File: src/rtl/ps2_pkg.sv
// Shared constants, receiver state encoding and the frame validity rule
// for the PS/2 keyboard receiver.
package ps2_pkg;

  localparam int FRAME_BITS      = 11;
  localparam int START_BIT       = 0;
  localparam int PARITY_IDX      = 9;
  localparam int STOP_IDX        = 10;
  localparam int TIMEOUT_CYC_DEF = 50000;

  typedef enum logic [1:0] {
    IDLE,
    SHIFT,
    CHECK
  } rx_state_e;

  // Start low, stop high, odd parity across the data byte plus the parity bit.
  function automatic logic frame_ok(input logic [FRAME_BITS-1:0] f);
    return ~f[START_BIT] & f[STOP_IDX] & (^f[PARITY_IDX:START_BIT+1]);
  endfunction

endpackage

File: src/rtl/ps2_kbd_rx_if.sv
// I/O-bus view of the keyboard receiver: read strobe in, scan code and flags out.
interface ps2_kbd_rx_if;
  logic       io_rdn;
  logic [7:0] key_data;
  logic       ready;
  logic       overflow;
  logic       frame_err;

  modport master (output io_rdn, input key_data, ready, overflow, frame_err);
  modport slave  (input io_rdn, output key_data, ready, overflow, frame_err);
endinterface

File: src/rtl/ps2_fifo.sv
// Synchronous scan-code FIFO; a push while full is accepted only if a pop
// frees a slot on the same edge. Head reads as 8'h00 when empty.
module ps2_fifo #(
  parameter int DEPTH = 8
) (
  input  logic       clk,
  input  logic       rst,
  input  logic       push,
  input  logic       pop,
  input  logic [7:0] din,
  output logic [7:0] dout,
  output logic       empty,
  output logic       full
);
  localparam int AW = $clog2(DEPTH);

  logic [7:0]    mem [DEPTH];
  logic [AW-1:0] wr_ptr;
  logic [AW-1:0] rd_ptr;
  logic [AW:0]   count;
  logic          do_push;
  logic          do_pop;

  assign empty   = (count == '0);
  assign full    = (count == (AW+1)'(DEPTH));
  assign do_pop  = pop & ~empty;
  assign do_push = push & (~full | do_pop);
  assign dout    = empty ? 8'h00 : mem[rd_ptr];

  always_ff @(posedge clk) begin
    if (rst) begin
      wr_ptr <= '0;
      rd_ptr <= '0;
      count  <= '0;
    end else begin
      if (do_push) wr_ptr <= wr_ptr + AW'(1);
      if (do_pop)  rd_ptr <= rd_ptr + AW'(1);
      case ({do_push, do_pop})
        2'b10:   count <= count + (AW+1)'(1);
        2'b01:   count <= count - (AW+1)'(1);
        default: count <= count;
      endcase
    end
  end

  // NOTE: storage has no reset; validity is tracked by count, so clearing it buys nothing.
  always_ff @(posedge clk) begin
    if (do_push) mem[wr_ptr] <= din;
  end

endmodule

File: src/rtl/ps2_kbd_rx.sv
// PS/2 keyboard receiver: synchronises the PS/2 lines, deserialises and checks
// 11-bit frames, and queues good scan codes for the CPU to pop via io_rdn.
module ps2_kbd_rx
  import ps2_pkg::*;
#(
  parameter int FIFO_DEPTH  = 8,
  parameter int TIMEOUT_CYC = TIMEOUT_CYC_DEF
) (
  input  logic           clk,
  input  logic           rst,
  input  logic           ps2_clk,
  input  logic           ps2_data,
  ps2_kbd_rx_if.slave    bus
);
  localparam int TW = $clog2(TIMEOUT_CYC);

  logic [2:0]            clk_sync;
  logic [1:0]            dat_sync;
  logic                  rdn_q;
  logic                  fall;
  logic                  bit_in;
  logic                  pop;
  rx_state_e             state, state_n;
  logic [3:0]            cnt;
  logic [TW-1:0]         tcnt;
  logic [FRAME_BITS-1:0] frame;
  logic                  start, shift_en, set_err, push, timeout;
  logic                  overflow, frame_err;
  logic                  fifo_empty, fifo_full;
  logic [7:0]            fifo_dout;

  // NOTE: registers take non-blocking assignments so every flop samples pre-edge values.
  always_ff @(posedge clk) begin
    if (rst) begin
      clk_sync <= '1;
      dat_sync <= '1;
      rdn_q    <= 1'b1;
    end else begin
      clk_sync <= {clk_sync[1:0], ps2_clk};
      dat_sync <= {dat_sync[0], ps2_data};
      rdn_q    <= bus.io_rdn;
    end
  end

  assign fall    = clk_sync[2] & ~clk_sync[1];
  assign bit_in  = dat_sync[1];
  assign pop     = rdn_q & ~bus.io_rdn;
  assign timeout = (tcnt == TW'(TIMEOUT_CYC - 1));

  always_ff @(posedge clk) begin
    if (rst) state <= IDLE;
    else     state <= state_n;
  end

  // NOTE: defaults first so no path through the case leaves a signal unassigned (no latches).
  always_comb begin
    state_n  = state;
    start    = 1'b0;
    shift_en = 1'b0;
    set_err  = 1'b0;
    push     = 1'b0;
    case (state)
      IDLE: begin
        if (fall) begin
          if (!bit_in) begin
            state_n = SHIFT;
            start   = 1'b1;
          end else begin
            set_err = 1'b1;
          end
        end
      end
      SHIFT: begin
        if (fall) begin
          shift_en = 1'b1;
          if (cnt == 4'(STOP_IDX)) state_n = CHECK;
        end else if (timeout) begin
          state_n = IDLE;
          set_err = 1'b1;
        end
      end
      CHECK: begin
        state_n = IDLE;
        if (frame_ok(frame)) push    = 1'b1;
        else                 set_err = 1'b1;
      end
      default: state_n = IDLE;
    endcase
  end

  // Bits enter at the top so the start bit ends up in frame[0] after 11 shifts.
  always_ff @(posedge clk) begin
    if (rst) begin
      frame     <= '0;
      cnt       <= '0;
      tcnt      <= '0;
      frame_err <= 1'b0;
      overflow  <= 1'b0;
    end else begin
      if (start || shift_en) frame <= {bit_in, frame[FRAME_BITS-1:1]};
      if (start)             cnt   <= 4'd1;
      else if (shift_en)     cnt   <= cnt + 4'd1;
      if (state == SHIFT && !fall && !timeout) tcnt <= tcnt + TW'(1);
      else                                     tcnt <= '0;
      if (set_err)                           frame_err <= 1'b1;
      if (push && fifo_full && !pop)         overflow  <= 1'b1;
    end
  end

  ps2_fifo #(.DEPTH(FIFO_DEPTH)) u_fifo (
    .clk   (clk),
    .rst   (rst),
    .push  (push),
    .pop   (pop),
    .din   (frame[8:1]),
    .dout  (fifo_dout),
    .empty (fifo_empty),
    .full  (fifo_full)
  );

  assign bus.key_data  = fifo_dout;
  assign bus.ready     = ~fifo_empty;
  assign bus.overflow  = overflow;
  assign bus.frame_err = frame_err;

endmodule
File: src/flat_wrapper.sv
// flat-port wrapper written by rule: the top's interface ports become plain ports
module ps2_kbd_rx_flat import ps2_pkg::*;
#(
  parameter int FIFO_DEPTH  = 8,
  parameter int TIMEOUT_CYC = TIMEOUT_CYC_DEF
)
  (clk, rst, ps2_clk, ps2_data, bus_io_rdn, bus_key_data, bus_ready, bus_overflow, bus_frame_err);
  ps2_kbd_rx_if bus_i ();
  input  logic clk;
  input  logic rst;
  input  logic ps2_clk;
  input  logic ps2_data;
  input wire logic [$bits(bus_i.io_rdn)-1:0] bus_io_rdn;
  output wire logic [$bits(bus_i.key_data)-1:0] bus_key_data;
  output wire logic [$bits(bus_i.ready)-1:0] bus_ready;
  output wire logic [$bits(bus_i.overflow)-1:0] bus_overflow;
  output wire logic [$bits(bus_i.frame_err)-1:0] bus_frame_err;
  assign bus_i.io_rdn = bus_io_rdn;
  assign bus_key_data = bus_i.key_data;
  assign bus_ready = bus_i.ready;
  assign bus_overflow = bus_i.overflow;
  assign bus_frame_err = bus_i.frame_err;
  ps2_kbd_rx #(.FIFO_DEPTH(FIFO_DEPTH), .TIMEOUT_CYC(TIMEOUT_CYC)) u_core (.clk(clk), .rst(rst), .ps2_clk(ps2_clk), .ps2_data(ps2_data), .bus(bus_i));
endmodule
File: config.mk
export PLATFORM = sky130hd
export DESIGN_NAME = ps2_kbd_rx_flat
export DESIGN_NICKNAME = d
export VERILOG_FILES = /design/src/rtl/ps2_pkg.sv /design/src/rtl/ps2_kbd_rx_if.sv /design/src/rtl/ps2_fifo.sv /design/src/rtl/ps2_kbd_rx.sv /design/src/flat_wrapper.sv
export SDC_FILE = /design/constraint.sdc
export NUM_CORES = 1
export LEC_CHECK = 0
export CAP_MARGIN = 20
export CORE_ASPECT_RATIO = 0.6
export CORE_UTILIZATION = 30
export DETAILED_ROUTE_END_ITERATION = 10
export GPL_TIMING_DRIVEN = 0
export PLACE_DENSITY = 0.43
export SYNTH_ARGS = -nofsm -noshare
export SYNTH_HDL_FRONTEND = slang
export SYNTH_SLANG_ARGS = --single-unit
File: constraint.sdc
create_clock -name clk -period 6.7 [get_ports clk]
set_input_delay 1.675 -clock clk [delete_from_list [all_inputs] [get_ports clk]]
set_output_delay 1.675 -clock clk [all_outputs]
set_load 0.02 [all_outputs]
==> results.toml <==
[routing]
ant_nets = 0
drtIter0Drc = 89
wl_per_cell_um = 15.7
drtPass1Iterations = 4
vias = 2784
met1_length_um = 5680
via_per_inst = 4.50
wl_met3_um = 253
drc = 0
top_layer_used = "met4"
totalWireLength_um = 9690
wl_met2_um = 3640

[timing]
worstMarginPinSlew_ns = 0.884
clock.fmax_ghz = 0.215
finalMaxSlewViolations = 0
slew_headroom_pct = 40.8
clock_skew_ns = 0.00727
report.final.hold_viol_count = 0
finalCritPeriodShare_pct = 69.3
fin_ws_ns = 2.06
tns_ns = 0
finalSetupViolations = 0
layout_min_cycle_time_ns = 4.64
whs_ns = 0.413
rsz0062_at_grt = "no"

[cts]
post_cts_resized = 0
cts_buffer_depth = 2
cts-buffers-inserted = 17
htree_levels = 4
clk_latency_ns = 0.41
cts_hold_buf = 0
clk_pin_slew_ns = 0.06
clock_sinks = 118
cts_tree = "yes"
root_buffer = "clkbuf_16"
post_cts.repair.setup_buffers = 0

[finish]
nets = 414
layout-drive-gt1-share_pct = 17.8
antennaDiodeCount = 0
syn_to_final_growth_pct = 21.9
finalInstanceArea_mm2 = 0.00594
regArea_mm2 = 0.00300
fillers = 1490
multiInputGateArea_mm2 = 0.00180

[synth]
yosys_warnings = 0
post_synth.cell_area_avg_um2 = 13.2
ys_types = 48
ys_dominant_reg_cell = "edfxtp_1"
synth-seq-area-share_pct = 61.6
synthCells = 369
ys_ff_latch = 118
synth_nets = 380
synth_enable_flop_cells = 64
synth_area_mm2 = 0.00488
async_flop_share_pct = 0

[critical_path]
max_stage_delay_ns = 0.59
crit_top_cell = "clkbuf_1"
critical_path.cell_chain = "clkbuf_1 -> clkbuf_1 -> mux4_2 -> mux2i_1 -> nor2_1 -> clkdlybuf4s50_1"
crit_fanout = 10
end_kind = "primary output"
cp-start-kind = "register"
critPathRequiredTime_ns = 5.03
worstPathArrival_ns = 2.97
crit_type = "reg -> out"
regToRegSetupSlack_ns = 3.69
critPathBufInv = 3
cp_slowest_cell = "clkbuf_1"
crit_family = "buffers and inverters"

[die]
row_count = 35
ios = 16
initial_utilization_pct = 31.3
dieWidth_um = 167
core_region_area_mm2 = 0.0156
design.die.area_mm2 = 0.0168
fp.dieH_um = 101

[global_route]
grt_pass1_wl_um = 15300
grt_max_degree = 17
grt_pass1_vias = 2724
grt_overflow = 0
track_usage_pct = 12.4
antenna_found_initial = 0

[hold_path]
hp-class = "reg -> reg"

[power]
p_per_area_mw_per_mm2 = 296
power_leakage_nw = 2.03
irDropWorstVdd_mv = 0.148

[place]
portBuffers = 15
place_area_mm2 = 0.00530
dp_hpwl_um = 6690
gp_congestion = 0.698
dp_slack_ns = 2.27

[status]
status = "complete, no violations"

[run]
max-cap-violations = 0
worst paths after layout:
kind | cells after the start | end | startpoint
worst max register to register | 5 | u_core.u_fifo.mem[2][2] | u_core.frame[6]
worst min register to register | 1 | u_core.clk_sync[1] | u_core.clk_sync[0]
worst min-delay path | 1 | u_core.clk_sync[1] | u_core.clk_sync[0]
worst max-delay path | 6 | bus_key_data[0] | register
sequential cells by signal, indices dropped and copies added, names as in the netlist, 3 cells and up, named ones only:
signal	cells
u_core.u_fifo.wr_ptr	3
u_core.cnt	4
u_core.u_fifo.rd_ptr	3
u_core.u_fifo.count	4
u_core.clk_sync	3
u_core.u_fifo.mem	64
u_core.tcnt	16
u_core.frame	11
cell type report:
| type | instances | area share [%] |
|---|---|---|
| inverters | 7 | 0.442 |
| well taps | 203 | 4.27 |
| multi-input cells | 228 | 30.3 |
| repair buffers | 15 | 2.53 |
| clock buffers | 17 | 7.16 |
| plain buffers | 16 | 1.16 |
| flip-flops and latches | 118 | 50.5 |
| clock inverters | 15 | 3.66 |
routing by layer:
metal / track usage (%) / up-vias
li1: - / 1406
met1: 19.3 / 1334
met2: 15.5 / 32
met3: 3.61 / 12
met4: 5.34 / 0
met5: 0 / -
through the flow:
| step | utilization (%) | instances | total power, mW |
|---|---|---|---|
| after floorplan | - | 369 | 0.782 |
| after global placement | 33.9 | 587 | 0.789 |
| after detailed placement | 34.0 | 587 | 0.789 |
| after CTS | 38.1 | 619 | 1.78 |
| after global routing | 38.1 | 619 | 1.81 |
| final | 38.1 | 619 | 1.76 |
cell families (layout without fill, tap and decap cells):
| logic type | count (synthesis) | after routing | synth area share [%] |
|---|---|---|---|
| AND/OR/NAND/NOR | 130 | 130 | 12.9 |
| XOR/XNOR | 26 | 26 | 5.29 |
| multiplexers | 41 | 41 | 13.1 |
| flip-flops | 118 | 118 | 61.6 |
| adder cells (fa/ha/maj) | 6 | 6 | 1.54 |
| buffers and inverters | 23 | 70 | 1.95 |
| AO/OA/AOI/OAI | 25 | 25 | 3.72 |
report_power, final:
| group | switching [mW] | internal (mW) |
|---|---|---|
| clock | 0.353 | 0.633 |
| combinational | 0.00921 | 0.00593 |
| sequential | 0.00103 | 0.757 |
cells in the final DEF, fill, tap and decap left out, types with 4 or more instances in the layout:
| cell | count |
|---|---|
| nor2_1 | 68 |
| edfxtp_1 | 64 |
| dfxtp_1 | 54 |
| mux2i_1 | 22 |
| clkbuf_16 | 17 |
| mux4_2 | 16 |
| clkdlybuf4s50_1 | 15 |
| xnor2_1 | 14 |
| nand2_1 | 13 |
| clkbuf_1 | 10 |
| xor2_1 | 10 |
| nand3_1 | 9 |
| inv_1 | 7 |
| nand2b_1 | 7 |
| or2_2 | 7 |
| a21oi_1 | 7 |
| ha_1 | 6 |
| inv_6 | 5 |
| buf_2 | 4 |
| nor3_1 | 4 |
| a211oi_1 | 4 |
| clkinv_4 | 4 |
| bufinv_16 | 4 |
synthesized netlist by cell type, types with 2 or more instances:
master    instances  area [µm²]
ha_1              6        75.1
clkbuf_1         10        37.5
nor3b_1           2        15.0
dfxtp_1          54        1080
nand2_1          13        48.8
nor3_1            6        30.0
nor4_1            2        12.5
buf_2             4        20.0
o21ai_0           3        15.0
nand4_1           2        12.5
xor2_1           10        87.6
mux4_2           16         360
edfxtp_1         64        1920
or3_1             3        18.8
mux2i_4           2        45.0
nor2b_1           2        12.5
a211oi_1          4        30.0
a22oi_1           2        15.0
xnor3_2           2        47.6
nand2b_1          7        43.8
xnor2_1          14         123
or2_2             7        43.8
mux2i_1          22         220
nand3_1           9        45.0
a21oi_1           7        35.0
inv_1             7        26.3
nor2_1           68         255
No activity file was read; power rests on OpenSTA's default activity.
